--- src/rtl/regfile_pkg.sv ---
// rtl/regfile_pkg.sv - shared defaults, depth and read-source priority for register_file_2w
// Optional build macro REG0_ZERO_EN is consumed by register_file_2w and its bench.
package regfile_pkg;

  localparam int DATA_W_DEF = 8;
  localparam int ADDR_W_DEF = 3;
  localparam int DEPTH_DEF  = 1 << ADDR_W_DEF;

  typedef enum logic [1:0] {
    SRC_STORE = 2'd0,
    SRC_PORT1 = 2'd1,
    SRC_PORT2 = 2'd2
  } rd_src_e;

  // Port 1 beats port 2, which beats storage; the same order governs writes.
  function automatic rd_src_e rd_src_sel(input logic hit1, input logic hit2);
    if (hit1) return SRC_PORT1;
    if (hit2) return SRC_PORT2;
    return SRC_STORE;
  endfunction

endpackage

--- src/rtl/regfile_scoreboard.sv ---
// rtl/regfile_scoreboard.sv - pending-result busy vector, bypassed busy reads and busy count
// Callers pass already-masked write/reserve enables (REG0_ZERO_EN masking lives in the top).
module regfile_scoreboard #(
  parameter int ADDR_W = 3
) (
  input  logic              clk,
  input  logic              rst,
  input  logic [ADDR_W-1:0] read_reg1,
  input  logic [ADDR_W-1:0] read_reg2,
  input  logic              clr1_en,
  input  logic [ADDR_W-1:0] clr1_reg,
  input  logic              clr2_en,
  input  logic [ADDR_W-1:0] clr2_reg,
  input  logic              set_en,
  input  logic [ADDR_W-1:0] set_reg,
  output logic              read_busy1,
  output logic              read_busy2,
  output logic [ADDR_W:0]   busy_count
);

  localparam int DEPTH = 1 << ADDR_W;

  logic [DEPTH-1:0] busy_q, busy_d;
  logic [ADDR_W:0]  busy_count_q, busy_count_d;
  logic [DEPTH-1:0] clr_hit, set_hit;

  always_comb begin
    clr_hit = '0;
    set_hit = '0;
    for (int i = 0; i < DEPTH; i++) begin
      clr_hit[i] = (clr1_en && clr1_reg == ADDR_W'(i)) || (clr2_en && clr2_reg == ADDR_W'(i));
      set_hit[i] = set_en && set_reg == ADDR_W'(i);
    end
  end

  // Set wins over clear so a same-cycle reserve keeps the register pending.
  always_comb begin
    busy_d       = (busy_q & ~clr_hit) | set_hit;
    busy_count_d = '0;
    for (int i = 0; i < DEPTH; i++) begin
      busy_count_d = busy_count_d + (ADDR_W + 1)'(busy_d[i]);
    end
  end

  always_ff @(posedge clk) begin
    if (rst) begin
      busy_q       <= '0;
      busy_count_q <= '0;
    end else begin
      busy_q       <= busy_d;
      busy_count_q <= busy_count_d;
    end
  end

  always_comb begin
    read_busy1 = busy_q[read_reg1] & (~clr_hit[read_reg1] | set_hit[read_reg1]);
    read_busy2 = busy_q[read_reg2] & (~clr_hit[read_reg2] | set_hit[read_reg2]);
  end

  assign busy_count = busy_count_q;

endmodule

--- src/rtl/register_file_2w.sv ---
// rtl/register_file_2w.sv - two-write-port register file with write-through bypass and scoreboard
// Define REG0_ZERO_EN to hardwire register 0 to zero (never written, never pending).
module register_file_2w
  import regfile_pkg::*;
#(
  parameter int DATA_W = DATA_W_DEF,
  parameter int ADDR_W = ADDR_W_DEF
) (
  input  logic              clk,
  input  logic              rst,
  input  logic [ADDR_W-1:0] read_reg1,
  input  logic [ADDR_W-1:0] read_reg2,
  output logic [DATA_W-1:0] read_data1,
  output logic [DATA_W-1:0] read_data2,
  output logic              read_busy1,
  output logic              read_busy2,
  input  logic [ADDR_W-1:0] write_reg,
  input  logic [DATA_W-1:0] write_data,
  input  logic              write_en,
  input  logic [ADDR_W-1:0] write2_reg,
  input  logic [DATA_W-1:0] write2_data,
  input  logic              write2_en,
  input  logic [ADDR_W-1:0] reserve_reg,
  input  logic              reserve_en,
  output logic [ADDR_W:0]   busy_count
);

  localparam int DEPTH = 1 << ADDR_W;

`ifdef REG0_ZERO_EN
  localparam logic REG0_ZERO = 1'b1;
`else
  localparam logic REG0_ZERO = 1'b0;
`endif

  logic              we1, we2, rsv;
  logic [DATA_W-1:0] regs_q [DEPTH];
  logic [DATA_W-1:0] regs_d [DEPTH];

  always_comb begin
    we1 = write_en   & ~(REG0_ZERO & (write_reg   == '0));
    we2 = write2_en  & ~(REG0_ZERO & (write2_reg  == '0));
    rsv = reserve_en & ~(REG0_ZERO & (reserve_reg == '0));
  end

  // Port 2 is applied first so a colliding port-1 write overwrites it.
  always_comb begin
    regs_d = regs_q;
    if (we2) regs_d[write2_reg] = write2_data;
    if (we1) regs_d[write_reg]  = write_data;
  end

  always_ff @(posedge clk) begin
    if (rst) regs_q <= '{default: '0};
    else     regs_q <= regs_d;
  end

  function automatic logic [DATA_W-1:0] bypass_read(input logic [ADDR_W-1:0] addr);
    logic [DATA_W-1:0] data;
    case (rd_src_sel(we1 && write_reg == addr, we2 && write2_reg == addr))
      SRC_PORT1: data = write_data;
      SRC_PORT2: data = write2_data;
      default:   data = regs_q[addr];
    endcase
    if (REG0_ZERO && addr == '0) data = '0;
    return data;
  endfunction

  always_comb begin
    read_data1 = bypass_read(read_reg1);
    read_data2 = bypass_read(read_reg2);
  end

  regfile_scoreboard #(
    .ADDR_W(ADDR_W)
  ) u_scoreboard (
    .clk        (clk),
    .rst        (rst),
    .read_reg1  (read_reg1),
    .read_reg2  (read_reg2),
    .clr1_en    (we1),
    .clr1_reg   (write_reg),
    .clr2_en    (we2),
    .clr2_reg   (write2_reg),
    .set_en     (rsv),
    .set_reg    (reserve_reg),
    .read_busy1 (read_busy1),
    .read_busy2 (read_busy2),
    .busy_count (busy_count)
  );

endmodule

--- config.mk ---
export PLATFORM = sky130hd
export DESIGN_NAME = register_file_2w
export DESIGN_NICKNAME = d
export VERILOG_FILES = /design/src/rtl/regfile_pkg.sv /design/src/rtl/regfile_scoreboard.sv /design/src/rtl/register_file_2w.sv
export SDC_FILE = /design/constraint.sdc
export NUM_CORES = 1
export LEC_CHECK = 0
export CAP_MARGIN = 5
export CORE_ASPECT_RATIO = 1.4
export CORE_MARGIN = 2
export CORE_UTILIZATION = 30
export DETAILED_ROUTE_END_ITERATION = 10
export HOLD_SLACK_MARGIN = 0.03
export PLACE_DENSITY = 0.49
export REMOVE_ABC_BUFFERS = 1
export SYNTH_ARGS = -nofsm -noshare
export SYNTH_HDL_FRONTEND = slang
export SYNTH_SLANG_ARGS = --single-unit
--- constraint.sdc ---
create_clock -name clk -period 6.1 [get_ports clk]
set_input_delay 1.525 -clock clk [delete_from_list [all_inputs] [get_ports clk]]
set_output_delay 1.525 -clock clk [all_outputs]
set_load 0.02 [all_outputs]
==> impl_results.md, run 1 <==
- CTS HTree Levels: 3
- Initial antenna violation count: 0
- Post-CTS Setup Inserts: 0
- P_int: 0.987 mW
- Top_reg_cell synth: dfxtp_1
- Comb pwr share: 22.3%
- Antenna-violating nets left: 0
- Rel. slew slack: 24.6%
- Initial core utilization: between 30% and 40%
- Peak supply drop: ~0.11 mV
- Worst-path cell chain: clkdlybuf4s50_1 > xnor2_1 > nand4_1 > buf_4 > nand2_1 > o21ai_0 > o21ai_0 > clkdlybuf4s50_1
- Setup-failing EPs final: 0
- Commonest cells post-synth: nand2_1 (103), dfxtp_1 (76), nor2_1 (68), mux2i_1 (48), clkbuf_1 (39)
- Ratio of cells with drive above 1 in the final layout: 15.7%
- Total CTS buffers: 9
- RSZ-0062 raised after global routing: no
- Root Buffer: clkbuf_16
- I/O Pins: 58
- Clock power frac: between 30% and 40%
- Hold_sp: regs_q[54]
- Layout area overhead: 21.6%
- Sequential share of the synthesized area: 28.9%
- Crit-path slowest cell: clkdlybuf4s50_1
- Die W: 116 µm
- #FFs+latches synth: 76
- Die height: 161 µm
- Largest net degree at the start of global routing: 77
- Count leader, synth: nand2_1
- Vias: 4902
- Die area: 18600 µm²
- Final worst setup slack: 0.385 ns
- First-pass iteration count of the detailed router: 7
- Count of input and output buffers: 57
- Startpoint types: input pin
- Max_cap viols: 0
- DRC: 0
- Post-Syn Instances: approximately 600
- Final hold vios: 0
- Worst Tran Pin Value: 1.13 ns
- Clock transition at path regs: about 0.06 ns
- Ant. Diodes: 0
- Post-synthesis cell type count: 43
- Vias per inst: between 5 and 6
- Switching Fraction: between 20% and 30%
- First-pass GRT wire length: 29200 µm
- Total track usage: roughly a fifth
- Worst EP required: around 4.6 ns
- Status: finished clean
- Worst R2R End: u_scoreboard.busy_count[2]
- Worst Path Arrival: about 4.2 ns
- Final nets: 675
- Worst hold path type: reg -> reg
- Pre-CTS WS: about 0.39 ns
- Post-synth design cell area: between 5000 and 6000 µm²
- Clock Skews: about 0.0034 ns
- Post-synth EDFFs: 0
- # fillers: roughly 1800
- CP peak stage delay: around 0.83 ns
- Synth area leader: dfxtp_1
- NetSw: 0.399 mW
- Final worst-path cycle share: 93.7%
- Synth top area share: roughly 29%
- Overflow after GRT: 0
- Reg power frac: approximately two fifths
- CORE AREA: between 15000 and 20000 µm²
- Clock sink total: between 70 and 80
- Post-cts resize count: 0
- Final min period: about 5.7 ns
- Fmax: approximately 0.17 GHz
- CTS tree: done
- PD cells: about 220 nW/µm²
- Routability cong.: between 0.8 and 0.9
- Pleak: ~2.5 nW
- WHS Path Cells: 2
- Avg Cell Area, Syn: slightly below 9 µm²
- Ys Warns: 0
- Crit end category: primary output
- Final WL: between 15000 and 20000 µm
- R2R Setup Slk: between 3 and 4 ns
- Worst hold margin: 0.500 ns
- Hold EP: regs_q[54]
- Number of slew-limit violations in the final report: 0
- Critical path class: in -> out
- Worst flop-to-flop path startpoint: u_scoreboard.busy_q[1]
- Maximum buffer depth of the clock tree: 2
- Worst skew pair latency: between 0.3 and 0.4 ns
- FP Rows: 57
- Async SR Flop Fraction: 0%
- Critical path fanouts, max: 14
- Reg2reg path depth: 11
- Synth top area cells: dfxtp_1 (29%), mux4_2 (15%), mux2i_1 (9.1%)
- Initial drt markers: between 500 and 600
- Hold Buf Count CTS: 0
- Vias in the first global route: 4883
- Total Negative Setup Slacks: 0 ns
- Routed WL per cell: about 22 µm
- DP HPWL: 13000 µm
==> critical path: cells and delay by family <==
kind	cells	cell delay (ns)
AO/OA/AOI/OAI	2	0.26
AND/OR/NAND/NOR	2	0.43
XOR/XNOR	1	0.18
buffers and inverters	3	1.78
==> kinds of logic after synthesis <==
kind of cell / share of synthesized area [%]
mux: 23.7
xor+xnor: 2.16
flops: 28.9
simple gates: 19.9
buf+inv: 6.70
fa+ha+maj: 2.23
compound gates: 16.5
==> per-stage QoR <==
| stage | std cells | cell area [µm²] | total power, mW | util (%) |
|---|---|---|---|---|
| after CTS | 872 | 6410 | 1.40 | 37.1 |
| after global placement | 857 | 6110 | 0.856 | 35.4 |
| after global routing | 872 | 6410 | 1.44 | 37.1 |
| after detailed placement | 857 | 6110 | 0.858 | 35.4 |
| after floorplan | 528 | 4940 | 0.691 | - |
| final | 872 | 6410 | 1.39 | 37.1 |
==> flip-flops by register name, summed over array words and instances, names as in the netlist <==
signal / cells
regs_q: 64
u_scoreboard.busy_count: 4
u_scoreboard.busy_q: 8
==> routing by layer <==
metal,wire length [µm],share of wire (%),vias up,track usage (%)
met1,7830,41,2409,26.5
met3,1130,5.9,48,3.51
met5,0,0,-,0
li1,-,-,2265,-
met4,714,3.7,0,8.66
met2,9550,50,180,35.0
==> how the worst max path moves through the flow <==
| stage | start | end | cells past startpoint |
|---|---|---|---|
| floorplan | write2_reg[1] | u_scoreboard.busy_count[1] | 11 |
| global placement | write2_reg[0] | read_data2[5] | 8 |
| detailed placement | write2_reg[0] | read_data2[2] | 8 |
| CTS | write2_reg[0] | read_data1[1] | 8 |
| global route | write2_reg[0] | read_data1[1] | 8 |
| finish | write2_reg[1] | read_data1[1] | 8 |
==> cells in the final DEF (no fill, tap or decap), types with 3 or more instances in the layout <==
cell / instances
and4b_1: 3
a21oi_1: 9
buf_4: 34
nor2b_1: 7
nand4b_1: 7
nand2_1: 103
nor2_1: 68
inv_1: 8
a311oi_1: 32
o21ai_0: 33
clkdlybuf4s50_1: 56
clkbuf_16: 9
mux4_2: 34
nand4bb_1: 6
dfxtp_1: 76
nor4bb_1: 4
a211oi_1: 32
nor3_2: 4
nand4_1: 4
clkinv_2: 3
xor2_1: 5
mux2i_1: 48
fa_1: 4
a31o_2: 6
xnor2_1: 8
ha_1: 3
nand2b_1: 3
==> power by group through the flow <==
stage               Sequential, mW  Combinational (mW)  Clock, mW
global placement             0.549               0.306          0
floorplan                    0.547               0.144          0
global route                 0.543               0.333      0.567
finish                       0.540               0.309      0.537
detailed placement           0.550               0.308          0
CTS                          0.539               0.310      0.549
==> cell type report <==
class / count / area, µm² / share of cell area [%]
multi-input combinational: 444 / 3410 / 53.2
sequential: 76 / 1520 / 23.8
timing repair buffer: 93 / 861 / 13.4
tap: 236 / 295 / 4.61
clock buffer: 10 / 239 / 3.73
clock inverter: 5 / 52.6 / 0.820
inverter: 8 / 30.0 / 0.469
(Power assumes the default switching activity.)
==> run 2, diff against run 1 <==
--- a/config.mk
+++ b/config.mk
@@ -10,8 +10,9 @@
 export CORE_MARGIN = 2
 export CORE_UTILIZATION = 30
 export DETAILED_ROUTE_END_ITERATION = 10
-export HOLD_SLACK_MARGIN = 0.03
+export HOLD_SLACK_MARGIN = 0.08
 export PLACE_DENSITY = 0.49
+export RECOVER_POWER = 100
 export REMOVE_ABC_BUFFERS = 1
 export SYNTH_ARGS = -nofsm -noshare
 export SYNTH_HDL_FRONTEND = slang
==> impl_results.md, run 2 (synthesis gave the netlist of run 1 again) <==
- Layout area overhead: 20.4% (was 21.6%)
- Post-route core utilization: 36.7% (was 37.1%)
- CTS HTree Levels: 3 (unchanged)
- Highest-count cells in the layout ignoring fill and taps: nand2_1 (103), dfxtp_1 (76), nor2_1 (68) (unchanged)
- Critical path fanouts, max: 14 (unchanged)
- Crit end category: primary output (unchanged)
- DRC: 0 (unchanged)
- Clock Skews: 0.00216 ns (was 0.00340 ns)
- Final nets: 675 (unchanged)
- Final WL: 19300 µm (was 19200 µm)
- Initial core utilization: 30.5% (unchanged)
- Fmax: 0.171 GHz (was 0.175 GHz)
- Total track usage: 20.9% (unchanged)
- DP HPWL: 13000 µm (unchanged)
- Setup-failing EPs final: 0 (unchanged)
- Hold Buf Count CTS: 0 (unchanged)
- Number of slew-limit violations in the final report: 9 (was 0)
- # fillers: 1780 (was 1772)
- Rel. slew slack: -32.6% (was 24.6%)
- FP Rows: 57 (unchanged)
- Final worst-path cycle share: 95.7% (was 93.7%)
- Worst flop-to-flop path startpoint: u_scoreboard.busy_q[1] (unchanged)
- R2R Setup Slk: 3.21 ns (about the same)
- Die W: 116 µm (unchanged)
- Count of input and output buffers: 57 (unchanged)
- M3 GR Usage: 3.51% (unchanged)
- Ratio of cells with drive above 1 in the final layout: 13.2% (was 15.7%)
- PD cells: 217 nW/µm² (was 216 nW/µm²)
- Commonest non-fill, non-tap cell in the layout: nand2_1 (unchanged)
- Worst Setup SP: write2_reg[1] (unchanged)
- Overflow after GRT: 0 (unchanged)
- Pleak: 2.46 nW (about the same)
- I/O Pins: 58 (unchanged)
- Ant. Diodes: 0 (unchanged)
- First-pass iteration count of the detailed router: 7 (unchanged)
- Initial antenna violation count: 0 (unchanged)
- Peak supply drop: 0.107 mV (about the same)
- Met2 usage: 35.0% (unchanged)
- Worst Path Arrival: 4.31 ns (was 4.19 ns)
- Violated checks: capacitance limit, slew limit
- Antenna-violating nets left: 0 (unchanged)
- Top reg by flops: regs_q (unchanged)
- RSZ-0062 raised after global routing: no (unchanged)
- Worst Tran Pin Value: 1.97 ns (was 1.13 ns)
- Die area: 18600 µm² (unchanged)
- Final min period: 5.84 ns (was 5.72 ns)
- Worst setup endpoint: read_data2[2] (was read_data1[1])
- Status: complete, but fails checks (was finished clean)
- Worst hold path type: reg -> reg (unchanged)
- Max FFs per register: 64 (unchanged)
- Clock transition at path regs: 0.06 ns (about the same)
- Post-CTS Setup Inserts: 0 (unchanged)
- Largest net degree at the start of global routing: 77 (unchanged)
- Max_cap viols: 2 (was 0)
- Vias: 4958 (was 4902)
- Total Negative Setup Slacks: 0 ns (unchanged)
- Worst EP required: 4.58 ns (about the same)
- Reg2reg path depth: 11 (unchanged)
- Routed WL per cell: 22.1 µm (about the same)
- Startpoint types: input pin (unchanged)
- Grt met1 use: 26.5% (unchanged)
- Post-cts resize count: 0 (unchanged)
- Vias in the first global route: 4883 (unchanged)
- Final hold vios: 0 (unchanged)
- CTS tree: done (unchanged)
- Total CTS buffers: 9 (unchanged)
- Initial drt markers: 430 (was 501)
- CORE AREA: 17300 µm² (unchanged)
- Worst R2R End: u_scoreboard.busy_count[2] (unchanged)
- Routability cong.: 0.849 (unchanged)
- Vias per inst: 5.69 (was 5.62)
- Critical path class: in -> out (unchanged)
- Die height: 161 µm (unchanged)
- GRT Max-Usage Layer: met2 (unchanged)
- Worst skew pair latency: 0.33 ns (was 0.34 ns)
- Root Buffer: clkbuf_16 (unchanged)
- Maximum buffer depth of the clock tree: 2 (unchanged)
- Clock sink total: 76 (unchanged)
- First-pass GRT wire length: 29200 µm (unchanged)
[run 2: worst min-delay path by stage]
stage,from,slack (ns),cells after the start,endpoint
6_report,regs_q[59],0.50,2,regs_q[59]
5_1_grt,regs_q[44],0.52,2,regs_q[44]
4_1_cts,regs_q[41],0.50,2,regs_q[41]
3_5_place_dp,regs_q[41],0.49,2,regs_q[41]
3_3_place_gp,regs_q[53],0.48,2,regs_q[53]
2_1_floorplan,regs_q[40],0.46,2,regs_q[40]
[run 2: through the flow]
stage                     hold WS (ns)  power (mW)  area [µm²]  worst slack, ns  std cells
final                            0.499        1.38        6340            0.264        872
after global routing             0.518        1.44        6340            0.107        872
after CTS                        0.496        1.40        6410            0.395        872
after detailed placement         0.489       0.858        6110            0.390        857
after global placement           0.478       0.856        6110            0.443        857
after floorplan                  0.460       0.691        4940             1.36        528
[run 2: worst max-delay path, cell delays in order]
cell and delay [ns]:
dlygate4sd3_1 0.87, xnor2_1 0.18, nand4_1 0.34, clkbuf_1 0.33, nand2_1 0.10, o21ai_0 0.08
o21ai_0 0.17, dlygate4sd3_1 0.71
[run 2: final cells by class]
cell class	instances	area, µm²	share of cell area (%)
clock inverters	5	52.6	0.829
repair buffers	93	816	12.9
clock buffers	10	239	3.77
inverters	8	30.0	0.474
flip-flops and latches	76	1520	24.0
multi-input cells	444	3390	53.4
well taps	236	295	4.66
[run 2: where the power goes]
group	leakage, nW	internal [mW]	switching [mW]
clock network	0.144	0.324	0.213
logic	1.70	0.134	0.167
registers	0.620	0.522	0.0179
[run 2: per-layer routing]
| layer | wire (µm) | part of all wire [%] |
|---|---|---|
| met4 | 660 | 3.4 |
| met3 | 1220 | 6.3 |
| met1 | 7770 | 40 |
| met5 | 0 | 0 |
| met2 | 9650 | 50 |
